### config.mk
export PLATFORM = sky130hd
export DESIGN_NAME = ofmap_drain_buffer_flat
export DESIGN_NICKNAME = d
export VERILOG_FILES = /design/src/rtl/mac_pkg.sv /design/src/rtl/ofmap_drain_buffer_if.sv /design/src/rtl/ofmap_bank.sv /design/src/rtl/ofmap_drain_buffer.sv /design/src/flat_wrapper.sv
export SDC_FILE = /design/constraint.sdc
export NUM_CORES = 2
export LEC_CHECK = 0
export CORE_MARGIN = 2
export CORE_UTILIZATION = 60
export CTS_CLUSTER_SIZE = 25
export DETAILED_ROUTE_END_ITERATION = 7
export PLACE_DENSITY = 0.76
export SLEW_MARGIN = 20
export SYNTH_ARGS = -nofsm -noshare
export SYNTH_HDL_FRONTEND = slang
export SYNTH_SLANG_ARGS = --single-unit
### constraint.sdc
create_clock -name clk -period 12.1 [get_ports clk]
set_clock_uncertainty 0.2 [all_clocks]
set_input_delay 1.815 -clock clk [delete_from_list [all_inputs] [get_ports clk]]
set_output_delay 1.815 -clock clk [all_outputs]
set_load 0.005 [all_outputs]
### src/rtl/mac_pkg.sv
// Shared MAC-array types: accumulator width and the ping-pong bank state encoding.
package mac_pkg;

   localparam int ACC_W = 32;

   typedef enum logic [1:0] {
      BANK_EMPTY,
      BANK_FILLING,
      BANK_FULL,
      BANK_DRAINING
   } bank_state_t;

endpackage : mac_pkg

### src/rtl/ofmap_drain_buffer_if.sv
// Row capture and drain stream bundle for ofmap_drain_buffer; master is the
// array/writer side, slave is the buffer.
interface ofmap_drain_buffer_if
   import mac_pkg::*;
#(
   parameter int OC0 = 4
);
   logic                 en;
   logic                 in_valid;
   logic [ACC_W*OC0-1:0] in_dat;
   logic                 flush;
   logic                 out_valid;
   logic                 out_ready;
   logic [ACC_W*OC0-1:0] out_dat;
   logic                 out_last;
   logic                 out_bank;
   logic                 overflow;

   modport master (
      output en, in_valid, in_dat, flush, out_ready,
      input  out_valid, out_dat, out_last, out_bank, overflow
   );

   modport slave (
      input  en, in_valid, in_dat, flush, out_ready,
      output out_valid, out_dat, out_last, out_bank, overflow
   );

endinterface : ofmap_drain_buffer_if

### src/rtl/ofmap_bank.sv
// One half of the ofmap ping-pong buffer: DEPTH-row flop storage, bank FSM,
// write count, latched fill count and read pointer.
module ofmap_bank
   import mac_pkg::*;
#(
   parameter int OC0   = 4,
   parameter int DEPTH = 16
) (
   input  logic                 clk,
   input  logic                 rst_n,
   input  logic                 wr,
   input  logic [ACC_W*OC0-1:0] wr_dat,
   input  logic                 flush,
   input  logic                 load,
   input  logic                 free,
   output bank_state_t          state,
   output logic                 closing,
   output logic                 can_load,
   output logic [ACC_W*OC0-1:0] rd_dat,
   output logic                 rd_last
);

   localparam int          AW       = $clog2(DEPTH);
   localparam logic [AW:0] LAST_IDX = (AW+1)'(DEPTH - 1);
   localparam logic [AW:0] CNT_ONE  = (AW+1)'(1);

   bank_state_t          state_q, state_d;
   logic [AW:0]          wr_cnt_q, wr_cnt_d;
   logic [AW:0]          fill_q, fill_d;
   logic [AW:0]          rd_ptr_q, rd_ptr_d;
   logic [ACC_W*OC0-1:0] mem [DEPTH];
   logic                 open;
   logic                 wr_full;

   assign open    = (state_q == BANK_EMPTY) || (state_q == BANK_FILLING);
   assign wr_full = wr && (wr_cnt_q == LAST_IDX);
   assign closing = open && (wr_full || (flush && state_q == BANK_FILLING));

   always_ff @(posedge clk or negedge rst_n) begin
      if (!rst_n) begin
         state_q  <= BANK_EMPTY;
         wr_cnt_q <= '0;
         fill_q   <= '0;
         rd_ptr_q <= '0;
      end else begin
         // NOTE: non-blocking so every register here samples pre-edge values.
         state_q  <= state_d;
         wr_cnt_q <= wr_cnt_d;
         fill_q   <= fill_d;
         rd_ptr_q <= rd_ptr_d;
      end
   end

   // NOTE: row storage has no reset; the FSM and counters decide what is valid.
   always_ff @(posedge clk) begin
      if (wr) mem[wr_cnt_q[AW-1:0]] <= wr_dat;
   end

   always_comb begin
      // NOTE: defaults first so no path through the case infers a latch.
      state_d  = state_q;
      wr_cnt_d = wr_cnt_q;
      fill_d   = fill_q;
      rd_ptr_d = rd_ptr_q;
      unique case (state_q)
         BANK_EMPTY, BANK_FILLING: begin
            if (wr) begin
               wr_cnt_d = wr_cnt_q + CNT_ONE;
               state_d  = BANK_FILLING;
            end
            // A row arriving with the flush is counted before the bank closes.
            if (closing) begin
               state_d  = BANK_FULL;
               fill_d   = wr_cnt_q + {{AW{1'b0}}, wr};
               wr_cnt_d = '0;
            end
         end
         BANK_FULL: begin
            if (load) begin
               state_d  = BANK_DRAINING;
               rd_ptr_d = CNT_ONE;
            end
         end
         BANK_DRAINING: begin
            if (load) rd_ptr_d = rd_ptr_q + CNT_ONE;
            if (free) begin
               state_d  = BANK_EMPTY;
               rd_ptr_d = '0;
               fill_d   = '0;
            end
         end
         default: state_d = BANK_EMPTY;
      endcase
   end

   always_comb begin
      state    = state_q;
      can_load = (state_q == BANK_FULL) ||
                 ((state_q == BANK_DRAINING) && (rd_ptr_q < fill_q));
      rd_dat   = mem[rd_ptr_q[AW-1:0]];
      rd_last  = (rd_ptr_q == fill_q - CNT_ONE);
   end

endmodule : ofmap_bank

### src/rtl/ofmap_drain_buffer.sv
// Ping-pong ofmap drain buffer: two ofmap_bank halves, write/read bank select,
// sticky overflow and a registered valid/ready output stage.
// Optional macro OFMAP_RELU_EN clamps each lane to max(lane,0) on output load.
module ofmap_drain_buffer
   import mac_pkg::*;
#(
   parameter int OC0   = 4,
   parameter int DEPTH = 16
) (
   input logic                 clk,
   input logic                 rst_n,
   ofmap_drain_buffer_if.slave bus
);

   localparam int RW = ACC_W * OC0;

   logic          wsel_q, wsel_d, rsel_q;
   logic          overflow_q;
   logic          out_valid_q, out_last_q, out_bank_q;
   logic [RW-1:0] out_dat_q;

   bank_state_t   st       [2];
   logic          wr       [2];
   logic          flush_b  [2];
   logic          load     [2];
   logic          free     [2];
   logic          closing  [2];
   logic          can_load [2];
   logic          rd_last  [2];
   logic [RW-1:0] rd_dat   [2];

   logic          w, w_open, take, fire_last, wbank_closed, peer_avail;
   logic [RW-1:0] load_row;

   assign w         = bus.en & bus.in_valid;
   assign w_open    = (st[wsel_q] == BANK_EMPTY) || (st[wsel_q] == BANK_FILLING);
   assign take      = !out_valid_q || bus.out_ready;
   assign fire_last = out_valid_q && bus.out_ready && out_last_q;

   always_comb begin
      for (int b = 0; b < 2; b++) begin
         wr[b]      = w && w_open && (wsel_q == 1'(b));
         flush_b[b] = bus.flush && (wsel_q == 1'(b));
         load[b]    = take && can_load[rsel_q] && (rsel_q == 1'(b));
         free[b]    = fire_last && (out_bank_q == 1'(b));
      end
   end

   for (genvar g = 0; g < 2; g++) begin : g_bank
      ofmap_bank #(
         .OC0   (OC0),
         .DEPTH (DEPTH)
      ) u_bank (
         .clk      (clk),
         .rst_n    (rst_n),
         .wr       (wr[g]),
         .wr_dat   (bus.in_dat),
         .flush    (flush_b[g]),
         .load     (load[g]),
         .free     (free[g]),
         .state    (st[g]),
         .closing  (closing[g]),
         .can_load (can_load[g]),
         .rd_dat   (rd_dat[g]),
         .rd_last  (rd_last[g])
      );
   end

   // Leave a closed bank as soon as its peer is empty or is being freed this edge.
   assign wbank_closed = closing[wsel_q] || (st[wsel_q] == BANK_FULL) ||
                         (st[wsel_q] == BANK_DRAINING);
   assign peer_avail   = (st[~wsel_q] == BANK_EMPTY) || free[~wsel_q];
   assign wsel_d       = (wbank_closed && peer_avail) ? ~wsel_q : wsel_q;

   always_comb begin
      load_row = rd_dat[rsel_q];
`ifdef OFMAP_RELU_EN
      for (int i = 0; i < OC0; i++) begin
         if (load_row[ACC_W*i + ACC_W-1]) load_row[ACC_W*i +: ACC_W] = '0;
      end
`endif
   end

   always_ff @(posedge clk or negedge rst_n) begin
      if (!rst_n) begin
         wsel_q      <= 1'b0;
         rsel_q      <= 1'b0;
         overflow_q  <= 1'b0;
         out_valid_q <= 1'b0;
         out_dat_q   <= '0;
         out_last_q  <= 1'b0;
         out_bank_q  <= 1'b0;
      end else begin
         wsel_q <= wsel_d;
         if (fire_last) rsel_q <= ~rsel_q;
         if (w && !w_open) overflow_q <= 1'b1;
         // Payload only changes on a load, so it holds while stalled.
         if (take) begin
            if (can_load[rsel_q]) begin
               out_valid_q <= 1'b1;
               out_dat_q   <= load_row;
               out_last_q  <= rd_last[rsel_q];
               out_bank_q  <= rsel_q;
            end else begin
               out_valid_q <= 1'b0;
            end
         end
      end
   end

   assign bus.out_valid = out_valid_q;
   assign bus.out_dat   = out_dat_q;
   assign bus.out_last  = out_last_q;
   assign bus.out_bank  = out_bank_q;
   assign bus.overflow  = overflow_q;

endmodule : ofmap_drain_buffer
### src/flat_wrapper.sv
// flat-port wrapper written by rule: the top's interface ports become plain ports
module ofmap_drain_buffer_flat import mac_pkg::*;
#(
   parameter int OC0   = 4,
   parameter int DEPTH = 16
)
  (clk, rst_n, bus_en, bus_in_valid, bus_in_dat, bus_flush, bus_out_ready, bus_out_valid, bus_out_dat, bus_out_last, bus_out_bank, bus_overflow);
  ofmap_drain_buffer_if #(.OC0(OC0)) bus_i ();
  input logic clk;
  input logic rst_n;
  input wire logic [$bits(bus_i.en)-1:0] bus_en;
  input wire logic [$bits(bus_i.in_valid)-1:0] bus_in_valid;
  input wire logic [$bits(bus_i.in_dat)-1:0] bus_in_dat;
  input wire logic [$bits(bus_i.flush)-1:0] bus_flush;
  input wire logic [$bits(bus_i.out_ready)-1:0] bus_out_ready;
  output wire logic [$bits(bus_i.out_valid)-1:0] bus_out_valid;
  output wire logic [$bits(bus_i.out_dat)-1:0] bus_out_dat;
  output wire logic [$bits(bus_i.out_last)-1:0] bus_out_last;
  output wire logic [$bits(bus_i.out_bank)-1:0] bus_out_bank;
  output wire logic [$bits(bus_i.overflow)-1:0] bus_overflow;
  assign bus_i.en = bus_en;
  assign bus_i.in_valid = bus_in_valid;
  assign bus_i.in_dat = bus_in_dat;
  assign bus_i.flush = bus_flush;
  assign bus_i.out_ready = bus_out_ready;
  assign bus_out_valid = bus_i.out_valid;
  assign bus_out_dat = bus_i.out_dat;
  assign bus_out_last = bus_i.out_last;
  assign bus_out_bank = bus_i.out_bank;
  assign bus_overflow = bus_i.overflow;
  ofmap_drain_buffer #(.OC0(OC0), .DEPTH(DEPTH)) u_core (.clk(clk), .rst_n(rst_n), .bus(bus_i));
endmodule
# Yosys cells after proc, flatten, opt, wreduce, memory -nomap -nowiden
# Memories as Yosys holds them, arrays and structs flattened.
# Cells that the tools add are included.
[totals]
regBits = 168
mem_bits_rw = 4096
word_cells = 170
in_bits = 134
out_inout_bits = 132
memories = 2
[memory_table]
columns = ["name", "words", "width", "read_ports", "rd_ports_with_merged_regs", "wr", "line", "source"]
rows = [
  ["u_core.g_bank[0].u_bank.mem", 16, 128, 1, 0, 1, "ofmap_bank.sv:31", "logic [ACC_W*OC0-1:0] mem [DEPTH];"],
  ["u_core.g_bank[1].u_bank.mem", 16, 128, 1, 0, 1, "ofmap_bank.sv:31", ""],
]
[classes]
n_mux = 54
n_reduce_logical = 56
n_lt_le_gt_ge = 5
bitwise = 7
addsub = 8
eq_ne = 23
[ops]
columns = ["operator", "n"]
rows = [
  ["128-bit 2-to-1 mux", 3],
  ["5-bit 2-to-1 mux", 14],
  ["5-bit one-hot mux with 2 select lines", 4],
  ["2-bit 2-to-1 mux", 14],
  ["1-bit logical AND", 22],
  ["5-bit by 1-bit adder with 5-bit output, second input constant", 4],
  ["3-bit AND reduction", 6],
  ["1-bit 2-to-1 mux", 17],
  ["2-bit == test, second input constant", 6],
  ["2-bit inequality test, second input constant", 6],
  ["3-bit inequality test, second input constant", 4],
  ["2-bit one-hot mux with 3 select lines", 2],
  ["2-bit nonzero test", 6],
  ["1-bit logical OR", 11],
  ["5-bit by 1-bit adder with 5-bit output", 2],
  ["5-bit by 4-bit == test with 1-bit output, second input constant", 2],
  ["5-bit == test", 2],
  ["5-bit less-than comparator", 2],
  ["5-bit by 1-bit subtractor with 5-bit output, second input constant", 2],
  ["2-bit logical NOT", 4],
  ["2-bit by 1-bit == test with 1-bit output, second input constant", 3],
  ["2-bit greater-or-equal comparator, second input constant", 3],
  ["1-bit NOT with 2-bit output", 3],
  ["2-bit AND reduction", 3],
  ["4 further kinds", 8],
]

# Logic depth before layout (Yosys ltp)
[depth]
ltp_word = 17
ltp_mapped = 15
mapped_depth_nobuf = 8

# Cells and area by module
# A second synthesis with hierarchy kept.
[hier_totals]
hier_cells = 7054
hier_area_um2 = 161301.0
[by_module_without_submodules]
columns = ["module", "cells_per_inst", "n_inst", "area_each_um2"]
rows = [
  ["ofmap_bank", 3290, 2, 77594.4],
  ["ofmap_drain_buffer", 474, 1, 6112.1],
]

# Worst setup path before layout
# Ideal clock, no wire load.
[synth_timing]
kind = "input to register"
startpoint = "in bus_en"
endpoint = "mem u_core.g_bank[1].u_bank.mem[2][0] (netlist bit) (enable)"
path_buffers = 1
setup_slack_ns = -0.134
setup_ns = 0.772
path_stages = 5
t_arrival_ns = 11.262
cell_sequence = "nand2_1 nor3_1 clkbuf_1 nand2_1 nor3_1"
[synth_between]
elab_chain_len = 5
[synth_rtl]
columns = ["item", "line", "source"]
rows = [
  ["start, declared", "flat_wrapper.sv:11", "input wire logic [$bits(bus_i.en)-1:0] bus_en;"],
  ["1-bit AND", "ofmap_drain_buffer.sv:35", "assign w = bus.en & bus.in_valid;"],
  ["1-bit logical AND (2 in series)", "ofmap_drain_buffer.sv:42", "wr[b] = w && w_open && (wsel_q == 1'(b));"],
  ["1-bit 2-to-1 mux", "ofmap_bank.sv:56", "if (wr) mem[wr_cnt_q[AW-1:0]] <= wr_dat;"],
  ["1-bit 2-to-1 mux (implied by the code)", "ofmap_bank.sv:56", ""],
  ["end, declared", "ofmap_bank.sv:31", ""],
]
# No other way between the ends.

# Final worst setup path
[layout_timing]
startpoint = "in bus_en"
endpoint = "mem u_core.g_bank[0].u_bank.mem[8][27] (netlist bit) (enable)"
[layout_between]
elab_chain_len = 5
[layout_rtl]
columns = ["item", "line"]
rows = [
  ["1-bit AND", "ofmap_drain_buffer.sv:35"],
  ["1-bit logical AND (2 in series)", "ofmap_drain_buffer.sv:42"],
  ["1-bit 2-to-1 mux", "ofmap_bank.sv:56"],
  ["1-bit 2-to-1 mux (implied by the code)", "ofmap_bank.sv:56"],
  ["end, declared", "ofmap_bank.sv:31"],
]
# No other way between the ends.

==> reports/qor.txt <==
Max Clock Freq: 177 MHz
Endpoint class of the critical path: flip-flop
DIE AREA: 276000 µm²
Status: finished, final reports clean
VDD IR max: 0.265 mV
WL final: 409 mm
R2r setup slk: 6.58 ns
Slew Limit Fails: 0
Top cells by area, synth: edfxtp_1 75%, mux4_2 9.0%, mux2i_1 4.4%
GRT Total Usage: 29.5%
Seq/Total Area, Yosys: 77.9%
Vias in the first global route: 84.6k
Synth warnings: 0
Placer congestion estimate: 0.807
Starting DRT DRC Count: 11.7k
Die width: 526 µm
# rows: 191
WL/cell: 33.6 µm
Commonest cells in the netlist: 4096 x edfxtp_1, 725 x mux2i_1, 655 x mux4_2
Met2 Use GR: 48.3%
Placed cell count: 11.4k
Final WS setup: 6.46 ns
Post-route design area: 183000 µm²
Hold WC Path Type: reg -> reg
Fin nets: 8408
Tcrit/Tclk final: 46.6%
Avg Inst Size Synth: 20.7 µm²
Synth Instances: 7872
Max Cap Viol: 0
Slowest cell on crit path: and3_4
Layout cells sized above 1: 19.1%
Routed Antenna Nets: 0
CTS tree: yes
Synthesized area: 163000 µm²
Fill cell count: 16.3k
R2R depth: 9
Switching part of the total: 28.1%
Largest net degree at the start of global routing: 146
Post-DR vias/cell: 6.89
Final setup TNS: 0 ns
Final setup vio count: 0
Hold path depth: 2
RSZ-0062 raised after global routing: no
Clock Pin Slew Worst Setup and Hold Paths: 0.06 ns
Area growth, synth to finish: 12.1%
Clock power share: 33.0%
DRC Markers: 0
Worst slew margin relative to its limit: 16.7%
CP arrival: 5.95 ns
Cell Chain, Critical Path: clkdlybuf4s50_1 > nand2_1 > nor4_1 > and3_4 > buf_4 > buf_4
CTS sink count: 4264
Worst Max-Slew Pin Slew: 1.25 ns
Port bufs: 265
Clk buf depth: 4
Comb pwr share: 22.8%
LEAKAGE: 61.1 nW
Main synth FF type: edfxtp_1
Met3 Use GR: 5.14%
CTS resizes: 0
WS Path Type: in -> reg
Switching power total: 0.0108 W
Pre-antenna DRT Iters: 8
Most used cell, CP: buf_4
Hold buffers post-CTS: 0
Die Span Y: 526 µm
Area after DPL: 170000 µm²
H-tree levels: 5
Final hold violation count: 0
HPWL after DPL: 209 mm
Worst EP required: 12.41 ns
Pint: 0.0278 W
Top-count cell post-synth: edfxtp_1
Initial antenna violation count: 35
Yosys top cell by area: edfxtp_1
Crit-path max FO: 50
PD cells: 211 nW/µm²
Routed vias: 83.9k
Clk Latency, worst-skew pair: 0.94 ns
CTS Buf Count: 411
Tmin final: 5.64 ns
Num ports: 266
Initial core utilization: 60.3%
Yosys cell types: 57
Number of synthesized register bits: 4264
First-pass GRT wire length: 590 mm
Async S/R FF share, synth: 3.94%
Slowest Stage Delay on Critical Path: 1.02 ns
Gr ovfl total: 0
Syn nets: 8034
Crit path launch type: primary input
Number of synthesized flops with an enable pin: 4096
Dpl ws: 5.61 ns
Clock Tree Root: clkbuf_16
Setup bufs post-CTS: 0
Reg power frac: 44.2%
Non-Filler Instances: 12.2k
Busiest grt layer: met2
Met1 global-route usage: 40.1%
CORE AREA: 271000 µm²
Post-synth top area share: 75.4%
## power groups by stage
stage	clock network, W	logic (W)	registers (W)
6_report	0.0128	0.00878	0.0171
5_1_grt	0.0134	0.00928	0.0171
4_1_cts	0.0129	0.00878	0.0171
3_5_place_dp	0	0.00869	0.0174
3_3_place_gp	0	0.00855	0.0174
2_1_floorplan	0	0.00614	0.0170
## path summary, 6_finish.rpt
check / to / start
hold / removal: u_core.bus.out_dat[113] / u_core.bus.out_dat[113]
hold reg to reg: u_core.bus.out_dat[113] / u_core.bus.out_dat[113]
setup reg to reg: u_core.bus.out_dat[28] / u_core.g_bank[0].u_bank.rd_ptr_q[0]
setup / recovery: u_core.g_bank[0].u_bank.mem[8][27] / bus_en
min in group asynchronous: u_core.bus.out_dat[98] / rst_n
max in group asynchronous: u_core.g_bank[1].u_bank.rd_ptr_q[0] / rst_n
## sequential cells by signal, summed over array words and instances, names as in the netlist
| register | count |
|---|---|
| u_core.g_bank.u_bank.mem | 4096 |
| u_core.bus.out_dat | 128 |
| u_core.g_bank.u_bank.fill_q | 10 |
| u_core.g_bank.u_bank.rd_ptr_q | 10 |
| u_core.g_bank.u_bank.wr_cnt_q | 10 |
| u_core.g_bank.u_bank.state | 4 |
| u_core.bus.out_bank | 1 |
| u_core.bus.out_last | 1 |
| u_core.bus.out_valid | 1 |
| u_core.bus.overflow | 1 |
| u_core.rsel_q | 1 |
| u_core.wsel_q | 1 |
## cell families after synthesis
kind of cell             after synthesis  share of synthesized area, %
AO/OA/AOI/OAI                       1096                          4.72
flip-flops                          4264                          77.9
AND/OR/NAND/NOR                      503                          1.47
multiplexers                        1468                          14.1
buffers and inverters                491                          1.46
adder cells (fa/ha/maj)               28                         0.215
XOR/XNOR                              22                         0.118
## stage by stage
step | power, W | hold WS [ns] | util (%)
after global placement | 0.0259 | 0.269 | 62.7
after global routing | 0.0398 | 0.310 | 67.6
after CTS | 0.0387 | 0.282 | 67.7
final | 0.0386 | 0.277 | 67.6
after floorplan | 0.0231 | 0.262 | -
after detailed placement | 0.0261 | 0.269 | 62.7
## cell usage in the layout (no fill, tap or decap), types with 70 or more instances in the layout
| cell type | synthesis | layout |
|---|---|---|
| mux2_2 | 88 | 88 |
| mux2i_1 | 725 | 725 |
| nand3_1 | 118 | 118 |
| nor2_1 | 146 | 130 |
| a21oi_1 | 189 | 189 |
| buf_4 | 60 | 144 |
| clkbuf_16 | 0 | 417 |
| o21ai_0 | 206 | 206 |
| nand2_1 | 92 | 92 |
| clkinv_2 | 0 | 70 |
| clkdlybuf4s50_1 | 0 | 179 |
| dfrtp_1 | 168 | 160 |
| clkbuf_1 | 224 | 101 |
| a221o_1 | 110 | 110 |
| buf_2 | 137 | 85 |
| a22oi_1 | 396 | 396 |
| clkinv_1 | 0 | 71 |
| mux4_2 | 655 | 655 |
| edfxtp_1 | 4096 | 4096 |
| a221oi_1 | 92 | 92 |
## per-layer routing
layer | routed length [µm] | vias up | share of wire (%)
met2 | 203000 | 5497 | 50
met4 | 15900 | 14 | 3.9
met3 | 40300 | 863 | 9.9
li1 | - | 33658 | -
met5 | 86 | - | 0.021
met1 | 150000 | 43913 | 37
## layout make-up
| cell class | instances | area [µm²] | share of cell area, % |
|---|---|---|---|
| Sequential cell | 4264 | 127000 | 69.6 |
| Antenna cell | 18 | 45.0 | 0.0246 |
| Timing Repair Buffer | 428 | 3690 | 2.02 |
| Inverter | 24 | 90.1 | 0.0492 |
| Clock buffer | 552 | 11300 | 6.17 |
| Multi-Input combinational cell | 3117 | 33900 | 18.5 |
| Clock inverter | 210 | 2190 | 1.20 |
| Tap cell | 3570 | 4470 | 2.44 |
## critical path, delay by kind of cell
family / cells / cell delay (ns)
simple gates: 3 / 1.92
buf+inv: 3 / 2.14
Note: power is estimated with default switching activity, not from simulation.
